**src/rtl/fifo_rr_drain.sv**
```systemverilog
`default_nettype none
// ============================================================================
//  Module   : fifo_rr_drain
//  Purpose  : Round-robin read scheduler. Drains NUM_CH show-ahead FIFOs into
//             one registered valid/ready stream. One channel is granted at a
//             time, for bursts of up to BURST_LEN words. Each output word is
//             tagged with the channel it came from.
//  Ports    : clk_i, arst_n_i       clock, async active-low reset
//             en_mask_i             per-channel enable
//             fifo_empty_i/fifo_q_i show-ahead FIFO status and head word
//             fifo_rdreq_o          one-hot-or-zero pop request
//             data_o/ch_o/valid_o   registered output word, its channel, valid
//             ready_i               downstream accept
//             busy_o                word held or any channel eligible
//  Revision : 1.0  initial release
// ============================================================================
module fifo_rr_drain #(
  parameter int  NUM_CH    = 4,
  parameter int  DWIDTH    = 8,
  parameter int  BURST_LEN = 4,
  localparam int CH_W      = $clog2(NUM_CH)
) (
  input  logic                     clk_i,
  input  logic                     arst_n_i,
  input  logic [NUM_CH-1:0]        en_mask_i,
  input  logic [NUM_CH-1:0]        fifo_empty_i,
  input  logic [NUM_CH*DWIDTH-1:0] fifo_q_i,
  output logic [NUM_CH-1:0]        fifo_rdreq_o,
  output logic [DWIDTH-1:0]        data_o,
  output logic [CH_W-1:0]          ch_o,
  output logic                     valid_o,
  input  logic                     ready_i,
  output logic                     busy_o
);

  localparam int CNT_W = $clog2(BURST_LEN + 1);

  typedef enum logic [0:0] {
    ST_IDLE  = 1'b0,
    ST_BURST = 1'b1
  } state_t;

  state_t              r_state, w_state_nxt;
  logic [CH_W-1:0]     r_cur, w_cur_nxt;
  logic [CH_W-1:0]     r_ptr, w_ptr_nxt;
  logic [CNT_W-1:0]    r_cnt, w_cnt_nxt;
  logic [DWIDTH-1:0]   r_data;
  logic [CH_W-1:0]     r_ch;
  logic                r_valid;

  logic [NUM_CH-1:0]   w_elig;
  logic                w_slot_free;
  logic                w_load;
  logic                w_continue;
  logic [CH_W-1:0]     w_cur_inc;
  logic [CH_W-1:0]     w_scan_start;
  logic [CH_W-1:0]     w_scan_g;
  logic                w_scan_hit;
  logic [CH_W-1:0]     w_grant;
  logic [NUM_CH-1:0]   w_rdreq;

  assign w_elig      = en_mask_i & ~fifo_empty_i;
  assign w_slot_free = !r_valid || ready_i;
  assign w_load      = w_slot_free && (|w_elig);

  // Explicit wrap so non-power-of-2 channel counts rotate correctly.
  assign w_cur_inc   = (r_cur == CH_W'(NUM_CH - 1)) ? '0 : r_cur + CH_W'(1);

  // Staying on the current channel needs it still eligible and burst room left.
  assign w_continue  = (r_state == ST_BURST) && w_elig[r_cur] &&
                       (r_cnt < CNT_W'(BURST_LEN));

  // In BURST the scan starts after cur, so cur itself is visited last.
  assign w_scan_start = (r_state == ST_IDLE) ? r_ptr : w_cur_inc;

  always_comb begin : p_scan
    int idx;
    idx        = 0;
    w_scan_g   = '0;
    w_scan_hit = 1'b0;
    for (int i = 0; i < NUM_CH; i++) begin
      idx = int'(w_scan_start) + i;
      if (idx >= NUM_CH) idx = idx - NUM_CH;
      if (!w_scan_hit && w_elig[idx]) begin
        w_scan_hit = 1'b1;
        w_scan_g   = CH_W'(idx);
      end
    end
  end

  assign w_grant = w_continue ? r_cur : w_scan_g;

  always_comb begin
    w_state_nxt = r_state;
    w_cur_nxt   = r_cur;
    w_ptr_nxt   = r_ptr;
    w_cnt_nxt   = r_cnt;
    w_rdreq     = '0;
    if (w_load && w_scan_hit) begin
      w_rdreq[w_grant] = 1'b1;
      w_state_nxt      = ST_BURST;
      w_cur_nxt        = w_grant;
      w_cnt_nxt        = w_continue ? r_cnt + CNT_W'(1) : CNT_W'(1);
    end else if (w_slot_free && (r_state == ST_BURST)) begin
      // Nothing left to send: remember where to resume the rotation.
      w_state_nxt = ST_IDLE;
      w_ptr_nxt   = w_cur_inc;
    end
  end

  // Pop requests are gated by reset directly so no FIFO is popped while held.
  assign fifo_rdreq_o = arst_n_i ? w_rdreq : '0;

  always_ff @(posedge clk_i or negedge arst_n_i) begin
    if (!arst_n_i) begin
      r_state <= ST_IDLE;
      r_cur   <= '0;
      r_ptr   <= '0;
      r_cnt   <= '0;
      r_data  <= '0;
      r_ch    <= '0;
      r_valid <= 1'b0;
    end else begin
      r_state <= w_state_nxt;
      r_cur   <= w_cur_nxt;
      r_ptr   <= w_ptr_nxt;
      r_cnt   <= w_cnt_nxt;
      if (w_load) begin
        r_data  <= fifo_q_i[int'(w_grant)*DWIDTH +: DWIDTH];
        r_ch    <= w_grant;
        r_valid <= 1'b1;
      end else if (w_slot_free) begin
        r_valid <= 1'b0;
      end
    end
  end

  assign data_o  = r_data;
  assign ch_o    = r_ch;
  assign valid_o = r_valid;
  assign busy_o  = r_valid || (|w_elig);

endmodule
`default_nettype wire

```
**config.mk**
```make
export PLATFORM = sky130hd
export DESIGN_NAME = fifo_rr_drain
export DESIGN_NICKNAME = d
export VERILOG_FILES = /design/src/rtl/fifo_rr_drain.sv
export SDC_FILE = /design/constraint.sdc
export NUM_CORES = 1
export LEC_CHECK = 0
export CAP_MARGIN = 20
export CELL_PAD_IN_SITES_DETAIL_PLACEMENT = 1
export CELL_PAD_IN_SITES_GLOBAL_PLACEMENT = 1
export CORE_MARGIN = 1.5
export CORE_UTILIZATION = 33
export DETAILED_ROUTE_END_ITERATION = 16
export PLACE_DENSITY_LB_ADDON = 0.08
export SLEW_MARGIN = 20
export SYNTH_ARGS = -nofsm -noshare
export SYNTH_HDL_FRONTEND = slang
export SYNTH_SLANG_ARGS = --single-unit
```
**constraint.sdc**
```tcl
create_clock -name clk_i -period 3.62 [get_ports clk_i]
set_input_delay 0.543 -clock clk_i [delete_from_list [all_inputs] [get_ports clk_i]]
set_output_delay 0.543 -clock clk_i [all_outputs]
set_load 0.02 [all_outputs]
```
==> flow_results.org <==
** Synthesis
- The number of different library cells used by synthesis comes to 33.
- Number of warning messages in the yosys log :: 0
- Post-Syn Area per Cell :: 10.5 um^2
- The synthesized netlist occupies a cell area of 0.00127 mm^2.
- Net Count, Synth :: 166
- Of all flip-flops after synthesis, the portion carrying an async set or reset was 1.00.
- Synthesis handed over a netlist of 121 instances.
- Number of enable-type register cells in the synthesized netlist :: 0
- By area the synthesized netlist is led by dfrtp_1 (37%), mux2i_1 (13%), o221ai_2 (9.4%).
- Leading post-synthesis cells by instance count :: dfrtp_1 (19), nand2_1 (18), mux2i_1 (17)
- The synthesized design spends more area on one cell type than any other, namely dfrtp_1.
- Commonest register cell after synthesis :: dfrtp_1
- Of the synthesized area, sequential elements account for 0.373.
- The most common cell in the synthesized netlist is dfrtp_1.
- In this run, synthesis produced a sequential element count of 19.
- Post-synth top area share :: 0.373

** Critical path
- In this run the critical register-to-register path is launched from r_cur[0]$_DFFE_PN0P_.
- Measured in cells, the most critical reg-to-reg path has a length of 9.
- The critical path is of the primary input to primary output type.
- Data arrives at the worst endpoint at 2950 ps.
- Along the worst path, the maximum fanout reaches 12.
- In this run the critical register-to-register path is captured at data_o[4]$_DFFE_PN0P_.
- STA puts the critical path data required time at 3080 ps.
- Setup slack, reg-to-reg :: 860 ps
- The worst setup path is captured at a primary output.
- Category of the worst setup path launch point :: primary input

** Power and ir drop
- Clock group share of total power :: 0.129
- Switching share of total power :: 0.398
- The share of total power dissipated in sequential elements is 0.308.
- Switching power summed over all nets :: 456 uW
- Leakage Power :: 0.858 nW
- Part of the total power dissipated in combinational logic :: 0.563
- Max IR drop VDD :: 0.000268 V
- Internal power consumption :: 689 uW
- Power density cells :: 574 mW/mm^2

** Clock tree
- Clock tree buffer depth :: 2
- In this run the number of H-tree levels came out at 1.
- Clock tree root driver cell :: clkbuf_8
- In this run the post-CTS setup repair buffer count came out at 0.
- Clock latency of the later-clocked register in the worst-skew pair :: 250 ps
- Clock transition at the registers of the reported paths :: 70 ps
- Number of buffers created by CTS :: 3
- In this run, post-CTS hold repair placed 0 buffers.
- CTS resizes :: 2
- The clock drives 19 sinks.
- TritonCTS clock tree :: done

** STA
- In this run the tightest slew margin relative to its limit is 0.677.
- Worst clock skew on the final layout :: 5.66 ps
- Setup repair after global routing missed its margin :: no
- The number of pins exceeding their max-slew limit in the final report is 0.
- Counting I/O delays and the setup requirement, the final critical path takes 3500 ps.
- Hold Vio Cnt, Final :: 0
- For the pin with the worst max-slew slack, the measured transition is 484 ps.
- Timing-limited maximum frequency :: 286 MHz
- Final setup vio count :: 0
- Sum of negative setup slack :: 0 ps
- Crit share post-route :: 0.966

** Final layout
- The finished layout holds 234 standard cells, fillers aside.
- Syn-to-layout area delta :: 56.6%
- Final std cell area, no fill :: 0.00199 mm^2
- Net count reported at finish :: 232
- The repair_antennas step left the layout with diodes totalling 0.
- Of the cells placed in the final design, the portion with a size suffix greater than 1 is 0.161.

** Status
- Outcome :: completed

** Global route
- In the global route stage, overall resource usage came out at 0.189.
- The number of antenna violations at the first check in global routing came to 0.
- Wire length of the first global-routing pass :: 6.15 mm
- Number of global-route vias before repair :: 1,354
- Overflow after GRT :: 0
- Largest net degree at the start of global routing :: 18

** Drt
- Number of vias after detailed routing :: 1,175
- Via density per instance :: 5.02
- The detailed router finished its first iteration with 43 violations.
- Summed over all layers, the routed wires come to 3.70 mm.
- Residual antenna-violating net count after detailed routing :: 0
- In the routed design, unresolved DRC markers number 0.
- Routed WL per cell :: 15.8 um
- Total iterations of the first detailed-routing run :: 4

** Die
- The core region is 0.00369 mm^2.
- Die Footprint :: 0.00424 mm^2
- For this design the top-level I/O count stands at 59.
- Total number of placement rows :: 22
- Vertical die dimension :: 65.1 um
- Die outline width :: 65.1 um
- For this configuration, the core starts out at a cell density of 0.345.

** Place
- DP Cell Count :: 230
- During placement, the flow inserted port buffers numbering 58.
- In this run the cell area measured after placement is 0.00194 mm^2.
- Half-perimeter wire length after placement :: 3.06 mm
- Gp weighted congestion :: 0.767

** Hold path
- Min-delay src :: r_ptr[0]$_DFFE_PN0P_
- In this run the worst hold path is classified as flip-flop to flip-flop.
- The worst hold path terminates at r_ptr[0]$_DFFE_PN0P_.
- Depth of the worst hold-timing path :: 2

** Flow run
- Max-cap violations in this run came to 0.
## routing by layer
metal  vias up  wire length, um  global-route usage
met4         0               29              0.0391
met3         4              192              0.0360
li1        567                -                   -
met1       566             1510               0.206
met5         -                0                   0
met2        38             1970               0.375
## power groups by stage
stage / logic (mW) / clock network, mW / registers [mW]
floorplan: 0.332 / 0 / 0.406
global placement: 0.626 / 0 / 0.350
detailed placement: 0.645 / 0 / 0.355
CTS: 0.646 / 0.154 / 0.353
global route: 0.697 / 0.162 / 0.363
finish: 0.645 / 0.148 / 0.353
## logic make-up (layout without fill, tap and decap cells)
group / after synthesis / in the layout / share of synthesized area
DFF: 19 / 19 / 0.373
AOI/OAI and AO/OA: 23 / 23 / 0.196
and+or+nand+nor: 51 / 51 / 0.214
adders and majority gates: 2 / 2 / 0.0196
buffers and inverters: 6 / 71 / 0.0275
muxes: 20 / 20 / 0.169
## worst max-delay path by stage
| stage | startpoint | to | cells past startpoint |
|---|---|---|---|
| floorplan | r_cur[0]$_DFFE_PN0P_ | fifo_rdreq_o[0] | 8 |
| global placement | fifo_empty_i[3] | fifo_rdreq_o[2] | 8 |
| detailed placement | fifo_empty_i[3] | fifo_rdreq_o[2] | 8 |
| CTS | r_cur[0]$_DFFE_PN0P_ | fifo_rdreq_o[0] | 8 |
| global route | fifo_empty_i[3] | fifo_rdreq_o[1] | 8 |
| finish | fifo_empty_i[3] | fifo_rdreq_o[1] | 8 |
## flip-flops by register name, indices dropped and copies added, names as in the netlist
name / flops
r_cur: 2
r_cnt: 3
data_o: 8
ch_o: 2
valid_o: 1
r_ptr: 2
r_state: 1
## worst max-delay path: stages
cell,delay (ps)
clkdlybuf4s50_1,520
nor2b_4,60
mux4_2,520
a21oi_1,180
a22oi_2,90
buf_4,220
nor3_1,190
clkdlybuf4s50_1,640
## final cells by class
| type | count | area (um^2) |
|---|---|---|
| Fill cell | 430 | 1690 |
| Multi-Input combinational cell | 96 | 772 |
| Timing Repair Buffer | 66 | 638 |
| Sequential cell | 19 | 475 |
| Tap cell | 48 | 60.1 |
| Clock buffer | 4 | 45.0 |
| Inverter | 1 | 3.75 |
## per-stage QoR
step | utilization | power [mW] | setup slack (ps) | hold slack [ps]
finish | 0.541 | 1.15 | 123 | 477
global route | 0.541 | 1.22 | 15.2 | 505
CTS | 0.538 | 1.15 | 74.4 | 477
detailed placement | 0.527 | 1.00 | 2.00 | 459
global placement | 0.527 | 0.977 | 27.2 | 457
floorplan | - | 0.738 | 648 | 247
## layout by cell type (no fill, tap or decap), types with 3 or more instances in the layout
| cell type | instances |
|---|---|
| o221ai_2 | 8 |
| a21oi_1 | 4 |
| clkdlybuf4s50_1 | 56 |
| nor2_1 | 7 |
| o21ai_0 | 3 |
| buf_4 | 8 |
| nand3_1 | 5 |
| nor2b_1 | 5 |
| o21a_1 | 3 |
| nor3_1 | 3 |
| clkbuf_8 | 3 |
| dfrtp_1 | 19 |
| nand2_1 | 18 |
| mux2i_1 | 17 |
| nand2b_1 | 5 |
No activity file was read; power rests on OpenSTA's default activity.
